## config.mk

```make
export PLATFORM = sky130hd
export DESIGN_NAME = demux_tree_flat
export DESIGN_NICKNAME = d
export VERILOG_FILES = /design/src/rtl/demux_tree_if.sv /design/src/rtl/demux_tree.sv /design/src/flat_wrapper.sv
export SDC_FILE = /design/constraint.sdc
export NUM_CORES = 1
export LEC_CHECK = 0
export ABC_AREA = 0
export CORE_ASPECT_RATIO = 1.1
export CORE_UTILIZATION = 55
export CTS_BUF_LIST = sky130_fd_sc_hd__clkbuf_8
export CTS_CLUSTER_DIAMETER = 120
export DETAILED_ROUTE_END_ITERATION = 10
export PLACE_DENSITY = 0.84
export SLEW_MARGIN = 20
export SYNTH_ARGS = -nofsm -noshare
export SYNTH_HDL_FRONTEND = slang
export SYNTH_SLANG_ARGS = --single-unit
```

## constraint.sdc

```tcl
create_clock -name clk -period 5.45 [get_ports clk]
set_clock_uncertainty 0.15 [all_clocks]
set_input_delay 1.3625 -clock clk [delete_from_list [all_inputs] [get_ports clk]]
set_output_delay 1.3625 -clock clk [all_outputs]
set_load 0.005 [all_outputs]
```

## src/rtl/demux_tree_if.sv

```systemverilog
// Producer/consumer bundle for demux_tree: one input stream fanning out to N_OUT lanes.
// The testbench or producer uses the master modport, and the demux uses the slave modport.
interface demux_tree_if #(
    parameter int DATA_W = 8,
    parameter int N_OUT  = 4
);
    localparam int SEL_W = $clog2(N_OUT);

    logic                    in_valid;
    logic                    in_ready;
    logic [DATA_W-1:0]       in_data;
    logic [SEL_W-1:0]        in_sel;
    logic [N_OUT-1:0]        out_valid;
    logic [N_OUT-1:0]        out_ready;
    logic [N_OUT*DATA_W-1:0] out_data;
    logic                    err_sel;
    logic [7:0]              drop_cnt;

    modport master (
        output in_valid, in_data, in_sel, out_ready,
        input  in_ready, out_valid, out_data, err_sel, drop_cnt
    );

    modport slave (
        input  in_valid, in_data, in_sel, out_ready,
        output in_ready, out_valid, out_data, err_sel, drop_cnt
    );
endinterface

```

## src/rtl/demux_tree.sv

```systemverilog
// 1-to-N registered demux: each beat is routed by in_sel into a per-lane 2-entry FIFO.
// Optional DEMUX_CAL_EN stores ((in_data << 2) + 1) instead of the raw payload.
module demux_lane #(
    parameter int DATA_W = 8
) (
    input  logic              clk,
    input  logic              rst_n,
    input  logic              push,
    input  logic              rdy,
    input  logic [DATA_W-1:0] din,
    output logic              vld,
    output logic              full,
    output logic [DATA_W-1:0] dout
);
    typedef enum logic [1:0] {EMPTY = 2'd0, ONE = 2'd1, FULL = 2'd2} lane_st_t;

    lane_st_t          st, st_n;
    logic [DATA_W-1:0] head, head_n, tail, tail_n;
    logic              pop;

    assign vld  = (st != EMPTY);
    assign full = (st == FULL);
    assign dout = head;
    assign pop  = vld & rdy;

    always_ff @(posedge clk or negedge rst_n) begin
        if (!rst_n) begin
            st   <= EMPTY;
            head <= '0;
            tail <= '0;
        end else begin
            st   <= st_n;
            head <= head_n;
            tail <= tail_n;
        end
    end

    // A push into FULL cannot occur: in_ready masks the lane while it is full.
    always_comb begin
        st_n   = st;
        head_n = head;
        tail_n = tail;
        case (st)
            EMPTY: if (push) begin
                st_n   = ONE;
                head_n = din;
            end
            ONE: begin
                if (push && pop) begin
                    head_n = din;
                end else if (push) begin
                    st_n   = FULL;
                    tail_n = din;
                end else if (pop) begin
                    st_n = EMPTY;
                end
            end
            FULL: if (pop) begin
                st_n   = ONE;
                head_n = tail;
            end
            default: st_n = EMPTY;
        endcase
    end
endmodule

module demux_tree #(
    parameter int DATA_W = 8,
    parameter int N_OUT  = 4
) (
    input logic         clk,
    input logic         rst_n,
    demux_tree_if.slave bus
);
    localparam int             SEL_W = $clog2(N_OUT);
    localparam logic [SEL_W:0] N_LIM = (SEL_W + 1)'(N_OUT);

    typedef struct packed {
        logic [SEL_W-1:0]  sel;
        logic [DATA_W-1:0] data;
    } beat_t;

    beat_t                          req;
    logic [DATA_W-1:0]              payload;
    logic                           sel_oob, full_sel, accept;
    logic [N_OUT-1:0]               lane_full, lane_vld, push;
    logic [N_OUT-1:0][DATA_W-1:0]   lane_data;
    logic                           err_q;
    logic [7:0]                     drop_q;

    assign req = '{sel: bus.in_sel, data: bus.in_data};

`ifdef DEMUX_CAL_EN
    // The two low bits of (d << 2) are zero, so the +1 only sets bit 0.
    assign payload = {req.data[DATA_W-3:0], 2'b01};
`else
    assign payload = req.data;
`endif

    assign sel_oob = ({1'b0, req.sel} >= N_LIM);

    always_comb begin
        full_sel = 1'b0;
        for (int i = 0; i < N_OUT; i++)
            if (req.sel == SEL_W'(i)) full_sel = lane_full[i];
    end

    // in_ready depends only on the selected lane state and never on in_valid.
    assign bus.in_ready = sel_oob | ~full_sel;
    assign accept       = bus.in_valid & bus.in_ready;

    genvar g;
    generate
        for (g = 0; g < N_OUT; g++) begin : g_lane
            assign push[g] = accept & ~sel_oob & (req.sel == SEL_W'(g));
            demux_lane #(.DATA_W(DATA_W)) u_lane (
                .clk  (clk),
                .rst_n(rst_n),
                .push (push[g]),
                .rdy  (bus.out_ready[g]),
                .din  (payload),
                .vld  (lane_vld[g]),
                .full (lane_full[g]),
                .dout (lane_data[g])
            );
        end
    endgenerate

    assign bus.out_valid = lane_vld;
    assign bus.out_data  = lane_data;

    // Out-of-range beats are swallowed: one-cycle error pulse plus a saturating count.
    always_ff @(posedge clk or negedge rst_n) begin
        if (!rst_n) begin
            err_q  <= 1'b0;
            drop_q <= '0;
        end else begin
            err_q <= accept & sel_oob;
            if (accept && sel_oob && drop_q != 8'hFF) drop_q <= drop_q + 8'd1;
        end
    end

    assign bus.err_sel  = err_q;
    assign bus.drop_cnt = drop_q;
endmodule

```

## src/flat_wrapper.sv

```systemverilog
// flat-port wrapper written by rule: the top's interface ports become plain ports
module demux_tree_flat 
#(
    parameter int DATA_W = 8,
    parameter int N_OUT  = 4
)
  (clk, rst_n, bus_in_valid, bus_in_data, bus_in_sel, bus_out_ready, bus_in_ready, bus_out_valid, bus_out_data, bus_err_sel, bus_drop_cnt);
  demux_tree_if #(.DATA_W(DATA_W), .N_OUT(N_OUT)) bus_i ();
  input logic clk;
  input logic rst_n;
  input wire logic [$bits(bus_i.in_valid)-1:0] bus_in_valid;
  input wire logic [$bits(bus_i.in_data)-1:0] bus_in_data;
  input wire logic [$bits(bus_i.in_sel)-1:0] bus_in_sel;
  input wire logic [$bits(bus_i.out_ready)-1:0] bus_out_ready;
  output wire logic [$bits(bus_i.in_ready)-1:0] bus_in_ready;
  output wire logic [$bits(bus_i.out_valid)-1:0] bus_out_valid;
  output wire logic [$bits(bus_i.out_data)-1:0] bus_out_data;
  output wire logic [$bits(bus_i.err_sel)-1:0] bus_err_sel;
  output wire logic [$bits(bus_i.drop_cnt)-1:0] bus_drop_cnt;
  assign bus_i.in_valid = bus_in_valid;
  assign bus_i.in_data = bus_in_data;
  assign bus_i.in_sel = bus_in_sel;
  assign bus_i.out_ready = bus_out_ready;
  assign bus_in_ready = bus_i.in_ready;
  assign bus_out_valid = bus_i.out_valid;
  assign bus_out_data = bus_i.out_data;
  assign bus_err_sel = bus_i.err_sel;
  assign bus_drop_cnt = bus_i.drop_cnt;
  demux_tree #(.DATA_W(DATA_W), .N_OUT(N_OUT)) u_core (.clk(clk), .rst_n(rst_n), .bus(bus_i));
endmodule
```

==> qor.txt, run 1 <==
status: completed
Final WS setup: 0.873 ns
total wire length: 6810 µm
pwr/cell area: 412 nW/µm²
Compound-Gate Fraction of Synth Area: 0.122
CP max FO: 9
CP arrival: 3.06 ns
xor/xnor share of the synthesized area: 0.0105
Post-synth top cells: dfrtp_1, mux2_2, or2_2
Synth top area share: 0.541
Setup Fix Bufs, Post-CTS: 0
CTS Buffer Depth: 2
Yosys cell types: 37
CTS Root Cell: clkbuf_8
CP Class: primary input to primary output
synthesized flop and latch total: 72
Post-synth ARST share: 1.00
WL per Instance: 18.2 µm
Hold Violations, Final: 0
fin crit share: 0.840
Die ar.: 6380 µm²
TritonRoute pass-1 iters: 4
setup_tns: 0 ns
drt initial violations: 186
total global-route track usage: 0.233
Die X: 76.2 µm
Cell Area, Synth: 3330 µm²
H-tree depth: 3
DRC: 0
first-pass GRT wire length: 11200 µm
Post-Synth Adder-Cell Area: 0
Finished Cell Area: 4030 µm²
Final Max Slew Viols: 0
max cap viols: 0
Cell Rows: 29
number of buffers created by CTS: 9
GR Overflow Total: 0
HPWL after DPL: 4550 µm
Die Height: 83.7 µm
Synth Warn #: 0
DP Worst Slack: 0.867 ns
Worst Hold Class: register to register
cell with the most instances after synthesis: dfrtp_1
vias in the first global route: 2187
buffers added on ports: 53
GP Congestion: 0.840
fmax: 218 MHz
Post-CTS Resized: 0
crit end category: primary output
Simple-Gate Fraction of Synth Area: 0.103
synth top area cells: dfrtp_1, mux2_2, o221a_2
layout cells sized above 1: 0.336
Clk pin slew, worst setup/hold paths: 0.07 ns
synthesized area per cell: 13.8 µm²
Worst Setup SP: bus_in_sel[0]
VDD IR max: 0.326 mV
Critical path destination: bus_in_ready
Post-Syn Instances: 242
Initial Util: 0.574
Worst-Margin Slew: 0.799 ns
ys flop type: dfrtp_1
cell taking the most area after synthesis: dfrtp_1
Worst R2R Start: u_core.g_lane[2].u_lane.st[1]
critical path startpoint category: primary input
Final Net Count: 311
EDFF count, synth: 0
WP data required: 3.94 ns
ANT cells: 0
r2r worst-path depth: 3
leak pwr: 1.74 nW
clk_lat worst skew: 0.34 ns
via count: 2159
largest net degree at the start of global routing: 42
Area Overhead vs Synth: 21.0%
Sink Count: 72
initial antenna violation count: 0
RSZ-0062 raised after global routing: false
R2R setup slack: 3.24 ns
Core Footprint: 5810 µm²
sequential-to-total area share from yosys stat: 0.541
Slew headroom: 0.466
Post-DP Area: 3840 µm²
Fin Hold WS: 0.339 ns
hold_buf cts: 0
multiplexer share of the synthesized area: 0.178
Final Setup Violations: 0
CTS tree: done
R2R Path End: u_core.g_lane[2].u_lane.dout[7]
DR vias/cell: 5.76
# IOs: 63
DRT antenna net count: 0
Final Critical Period: 4.58 ns
largest family of logic cells by synthesized area: multiplexers
-- how the worst min path moves through the flow --
| stage | startpoint | endpoint | slack, ns | cells past startpoint |
|---|---|---|---|---|
| after floorplan | u_core.g_lane[0].u_lane.tail[0] | u_core.g_lane[0].u_lane.tail[0] | 0.32 | 1 |
| after global placement | u_core.g_lane[2].u_lane.dout[5] | u_core.g_lane[2].u_lane.dout[5] | 0.32 | 1 |
| after detailed placement | u_core.g_lane[2].u_lane.dout[1] | u_core.g_lane[2].u_lane.dout[1] | 0.33 | 1 |
| after CTS | u_core.g_lane[2].u_lane.dout[3] | u_core.g_lane[2].u_lane.dout[3] | 0.34 | 1 |
| after global routing | u_core.g_lane[2].u_lane.dout[2] | u_core.g_lane[2].u_lane.dout[2] | 0.36 | 1 |
| final | u_core.g_lane[2].u_lane.dout[1] | u_core.g_lane[2].u_lane.dout[1] | 0.34 | 1 |
-- final cells by class --
class | instances | area, µm²
clock buffers | 10 | 138
clock inverters | 5 | 50.0
fillers | 424 | 1770
inverters | 1 | 3.75
multi-input cells | 156 | 1410
flip-flops and latches | 72 | 1800
well taps | 77 | 96.3
repair buffers | 54 | 533
-- flip-flops by register name, summed over array words and instances (netlist names) --
name,flops
u_core.g_lane.u_lane.dout,32
u_core.g_lane.u_lane.st,8
u_core.g_lane.u_lane.tail,32
-- placed cells by master (no fill, tap or decap), types with 2 or more instances in the layout --
| cell type | synthesis | routed |
|---|---|---|
| dfrtp_1 | 72 | 72 |
| o22ai_1 | 9 | 9 |
| nand3b_1 | 4 | 4 |
| mux2_1 | 8 | 8 |
| a21oi_1 | 2 | 2 |
| clkdlybuf4s50_1 | 0 | 52 |
| xnor2_1 | 4 | 4 |
| mux2_2 | 32 | 32 |
| inv_1 | 1 | 3 |
| conb_1 | 1 | 9 |
| o21ai_0 | 5 | 5 |
| nand2_1 | 5 | 5 |
| nand2b_1 | 9 | 9 |
| mux2_4 | 8 | 8 |
| o221a_2 | 15 | 15 |
| clkbuf_8 | 0 | 10 |
| or2_2 | 20 | 20 |
| a2bb2oi_1 | 7 | 7 |
| nor2b_1 | 3 | 3 |
-- where the power goes --
part	switching, mW	internal [mW]
Clock	0.189	0.217
Combinational	0.149	0.318
Sequential	0.0932	0.695
-- per-layer routing --
| metal | GRT usage | vias to the layer above | wire (µm) |
|---|---|---|---|
| li1 | - | 974 | - |
| met1 | 0.318 | 1095 | 3000 |
| met2 | 0.340 | 74 | 3150 |
| met3 | 0.0634 | 16 | 421 |
| met4 | 0.129 | 0 | 233 |
| met5 | 0 | - | 0 |
-- through the flow --
stage	util	power [mW]	std cells
6_report	0.695	1.66	375
5_1_grt	0.695	1.74	375
4_1_cts	0.695	1.67	375
3_5_place_dp	0.662	1.26	360
3_3_place_gp	0.662	1.24	360
2_1_floorplan	-	1.02	250
-- critical path: stages --
cell             delay, ns
clkdlybuf4s50_1       0.70
mux4_2                0.54
clkdlybuf4s50_1       0.45
-- cell families after synthesis --
group,after synthesis
simple gates,49
flops,72
other cells,1
xor+xnor,4
buf+inv,22
compound gates,45
mux,49
Note: power is estimated with default switching activity, not from simulation.
==> run 2: changes to the inputs <==
Settings changed: CORE_UTILIZATION 55 to 49, PLACE_DENSITY 0.84 to 0.79.
Clock period 5.45 ns to 3.8 ns, I/O delays scaled along.
==> run 2 against run 1 <==
First-iteration DRC count fell by 39%. Core utilization is 8.3 points lower. Via count shrank 4.5%. Sequential cell count is the same. Clock power up 27%. Register-to-register slack worse by 1.7 ns. Critical path type unchanged. Non-clock buffer count rose by 2. Count of clock-buffer cells in the layout is the same. Hold slack worse by 0.0030 ns.
==> qor.txt, run 2 (same netlist as run 1, synthesis figures left out) <==
Net Sw Frac: 0.262
Area Overhead vs Synth: 21.0%
ANT cells: 0
critical path startpoint category: primary input
vias in the first global route: 2074
Final Max Slew Viols: 0
DR vias/cell: 5.38
first-pass GRT wire length: 9980 µm
status: completed
Worst R2R Start: u_core.g_lane[2].u_lane.st[1]
met3 usage in global routing: 0.0381
Sink Count: 72
R2R Path End: u_core.g_lane[2].u_lane.dout[0]
total global-route track usage: 0.187
leak pwr: 1.75 nW
met1 layer usage reported by global route: 0.247
R2R setup slack: 1.59 ns
Die ar.: 7140 µm²
TritonRoute pass-1 iters: 4
setup_tns: 0 ns
GR Overflow Total: 0
Finished Cell Area: 4030 µm²
CTS tree: done
Reg power frac: 0.492
global-route layer with the greatest usage: met2
Core Footprint: 6590 µm²
fmax: 286 MHz
crit end category: primary output
Net Sw Power: 0.604 mW
total wire length: 5970 µm
r2r worst-path depth: 3
Initial Util: 0.506
Die Height: 88.5 µm
Hold Violations, Final: 0
WL per Instance: 15.6 µm
CP Class: primary input to primary output
CP max FO: 2
fin cells: 383
GP Congestion: 0.750
Worst Hold Class: register to register
hold_buf cts: 0
worst hold path cell count: 1
Fin Hold WS: 0.336 ns
GR Util met2: 0.294
Slew headroom: 0.408
number of buffers created by CTS: 9
HPWL after DPL: 4260 µm
via count: 2062
Cell Rows: 31
Internal Power: 1.70 mW
# IOs: 63
Final WS setup: 0.299 ns
DRC: 0
CP arrival: 2.40 ns
Clk pin slew, worst setup/hold paths: 0.07 ns
buffers added on ports: 53
DP Worst Slack: 0.284 ns
Clk pwr share: 0.224
Final Net Count: 313
highest-count cells in the layout ignoring fill and taps: dfrtp_1, clkdlybuf4s50_1, mux2_2
max cap viols: 0
Worst Hold Launch: u_core.g_lane[2].u_lane.dout[3]
WP data required: 2.70 ns
RSZ-0062 raised after global routing: false
DRT antenna net count: 0
leading cell type in the layout, fill and taps excluded: dfrtp_1
Setup Fix Bufs, Post-CTS: 0
fin crit share: 0.921
CTS Root Cell: clkbuf_8
placed cell count: 367
VDD IR max: 0.322 mV
Worst-Margin Slew: 0.888 ns
Post-CTS Resized: 0
Final Setup Violations: 0
H-tree depth: 3
layout cells sized above 1: 0.339
Final Critical Period: 3.50 ns
end point of the worst hold path: u_core.g_lane[2].u_lane.dout[3]
CTS Buffer Depth: 2
initial antenna violation count: 0
Comb power frac: 0.285
drt initial violations: 113
Die X: 80.6 µm
clk_lat worst skew: 0.34 ns
Post-DP Area: 3870 µm²
pwr/cell area: 571 nW/µm²
largest net degree at the start of global routing: 73
run 2: how the worst max path moves through the flow:
stage                        from           end  slack, ns  cells after the start
floorplan           bus_in_sel[0]  bus_in_ready       1.10                      2
global placement    bus_in_sel[0]  bus_in_ready       0.30                      3
detailed placement  bus_in_sel[0]  bus_in_ready       0.28                      3
CTS                 bus_in_sel[0]  bus_in_ready       0.29                      3
global route        bus_in_sel[0]  bus_in_ready       0.26                      3
finish              bus_in_sel[0]  bus_in_ready       0.30                      3
run 2: worst max-delay path, cell delays in order:
cell and delay, ns:
clkdlybuf4s50_1 0.50, mux4_2 0.50, clkdlybuf4s50_1 0.45
run 2: final cells by class:
class | count | area [µm²]
fill | 556 | 2560
sequential | 72 | 1800
multi-input combinational | 156 | 1410
timing repair buffer | 56 | 548
clock buffer | 10 | 138
tap | 82 | 103
clock inverter | 6 | 28.8
inverter | 1 | 3.75
run 2: metal layers:
metal	routed length, µm	vias to the layer above
met5	0	-
met4	147	0
met3	237	12
met2	2800	51
met1	2780	1021
li1	-	978
run 2: stage by stage:
stage          total power [mW]  utilization
6_report                   2.30        0.612
5_1_grt                    2.43        0.612
4_1_cts                    2.33        0.612
3_5_place_dp               1.81        0.586
3_3_place_gp               1.78        0.586
2_1_floorplan              1.47            -
run 2: power by group through the flow:
stage / registers (mW) / clock network, mW / logic, mW
floorplan: 1.12 / 0 / 0.346
global placement: 1.13 / 0 / 0.645
detailed placement: 1.14 / 0 / 0.665
CTS: 1.13 / 0.530 / 0.666
global route: 1.16 / 0.554 / 0.719
finish: 1.13 / 0.515 / 0.655
==> run 3: changes to the inputs <==
Settings changed: CORE_UTILIZATION 49 to 40, PLACE_DENSITY 0.79 to 0.66, SLEW_MARGIN 20 to 5.
==> run 3 against run 2 <==
Non-clock buffer count stayed put. First-iteration DRC count is 14% lower. Clock power is 4% higher. Sequential power hardly changed. Die area is 22% higher. Critical path type unchanged. Highest routed layer unchanged.
==> qor.txt, run 3 (same netlist as run 1, synthesis figures left out) <==
status: completed
CTS Root Cell: clkbuf_8
Internal Power: 1.70 mW
Crit path largest cell delay: 0.51 ns
layout cells sized above 1: 0.349
fillcell total: 725
ANT cells: 0
HPWL after DPL: 4590 µm
Worst Setup SP: bus_in_sel[0]
Clk pwr share: 0.229
Final Net Count: 313
Slew headroom: 0.427
largest net degree at the start of global routing: 43
Die X: 89.0 µm
Worst Hold Launch: u_core.g_lane[2].u_lane.dout[7]
critical path startpoint category: primary input
CP arrival: 2.41 ns
CTS tree: done
WP data required: 2.70 ns
fmax: 285 MHz
fin crit share: 0.924
clk_lat worst skew: 0.34 ns
# IOs: 63
H-tree depth: 3
CP max FO: 2
vias in the first global route: 2163
Comb power frac: 0.286
Net Sw Power: 0.623 mW
Cell Rows: 34
VDD IR max: 0.246 mV
total wire length: 6990 µm
leading cell type in the layout, fill and taps excluded: dfrtp_1
RSZ-0062 raised after global routing: false
Final Critical Period: 3.51 ns
TritonRoute pass-1 iters: 4
initial antenna violation count: 0
crit path max-delay cell type: clkdlybuf4s50_1
total global-route track usage: 0.180
Sink Count: 72
Worst R2R Start: u_core.g_lane[2].u_lane.st[1]
Net Sw Frac: 0.268
Reg power frac: 0.484
Clk pin slew, worst setup/hold paths: 0.07 ns
number of buffers created by CTS: 9
crit end category: primary output
Worst-Margin Slew: 0.858 ns
setup_tns: 0 ns
via count: 2111
DP Worst Slack: 0.273 ns
hold_buf cts: 0
GR Overflow Total: 0
Setup Fix Bufs, Post-CTS: 0
Final WS setup: 0.288 ns
Final Setup Violations: 0
buffers added on ports: 53
Die ar.: 8700 µm²
pwr/cell area: 570 nW/µm²
Worst Hold Class: register to register
Core Footprint: 8000 µm²
CP cell instances: clkdlybuf4s50_1 > mux4_2 > clkdlybuf4s50_1
leak pwr: 1.74 nW
drt initial violations: 97
DRT antenna net count: 0
WL per Instance: 17.1 µm
Initial Util: 0.417
first-pass GRT wire length: 11500 µm
CP Class: primary input to primary output
Post-CTS Resized: 0
GP Congestion: 0.707
Area Overhead vs Synth: 22.5%
CTS Buffer Depth: 2
Final Max Slew Viols: 0
DRC: 0
Die Height: 97.7 µm
max cap viols: 0
DR vias/cell: 5.16
highest-count cells in the layout ignoring fill and taps: dfrtp_1, clkdlybuf4s50_1, mux2_2
Hold Violations, Final: 0
Crit path top cell by count: clkdlybuf4s50_1
==> run 3: layout make-up <==
class | instances | area [µm²] | area share
clock inverters | 6 | 35.0 | 0.00858
clock buffers | 10 | 138 | 0.0337
well taps | 108 | 135 | 0.0331
repair buffers | 56 | 561 | 0.137
flip-flops and latches | 72 | 1800 | 0.441
inverters | 1 | 3.75 | 0.000919
multi-input cells | 156 | 1410 | 0.345
==> run 3: per-layer routing <==
| layer | share of wire | GRT usage | routed length (µm) |
|---|---|---|---|
| met1 | 0.49 | 0.260 | 3410 |
| met2 | 0.46 | 0.259 | 3180 |
| met3 | 0.043 | 0.0355 | 299 |
| met4 | 0.013 | 0.0891 | 94 |
| met5 | 0 | 0 | 0 |
==> run 3: critical path, delay by kind of cell <==
family / cells / cell delay, ns
buffers and inverters: 2 / 0.96
multiplexers: 1 / 0.50
==> run 3: path summary, 6_finish.rpt <==
| path | to | slack [ns] | cells past startpoint |
|---|---|---|---|
| worst min-delay path | u_core.g_lane[2].u_lane.dout[7] | 0.34 | 1 |
| worst max-delay path | bus_in_ready | 0.29 | 3 |
| worst max register to register | u_core.g_lane[2].u_lane.dout[5] | 1.55 | 3 |
| worst min register to register | u_core.g_lane[2].u_lane.dout[7] | 0.34 | 1 |
| min in group asynchronous | u_core.g_lane[1].u_lane.dout[6] | 0.51 | 1 |
| max in group asynchronous | u_core.g_lane[0].u_lane.st[0] | 2.31 | 2 |
==> run 3: power by group through the flow <==
stage | logic, mW | registers [mW] | clock network, mW
6_report | 0.666 | 1.13 | 0.534
5_1_grt | 0.725 | 1.16 | 0.584
4_1_cts | 0.678 | 1.13 | 0.550
3_5_place_dp | 0.674 | 1.14 | 0
3_3_place_gp | 0.661 | 1.13 | 0
2_1_floorplan | 0.346 | 1.12 | 0
==> run 3: per-stage QoR <==
| stage | hold slack, ns | utilization | power (mW) | instances | area, µm² |
|---|---|---|---|---|---|
| global placement | 0.326 | 0.489 | 1.79 | 393 | 3910 |
| finish | 0.339 | 0.511 | 2.33 | 409 | 4080 |
| CTS | 0.346 | 0.511 | 2.35 | 409 | 4080 |
| global route | 0.362 | 0.511 | 2.47 | 409 | 4080 |
| floorplan | 0.321 | - | 1.47 | 250 | 3360 |
| detailed placement | 0.325 | 0.489 | 1.81 | 393 | 3910 |
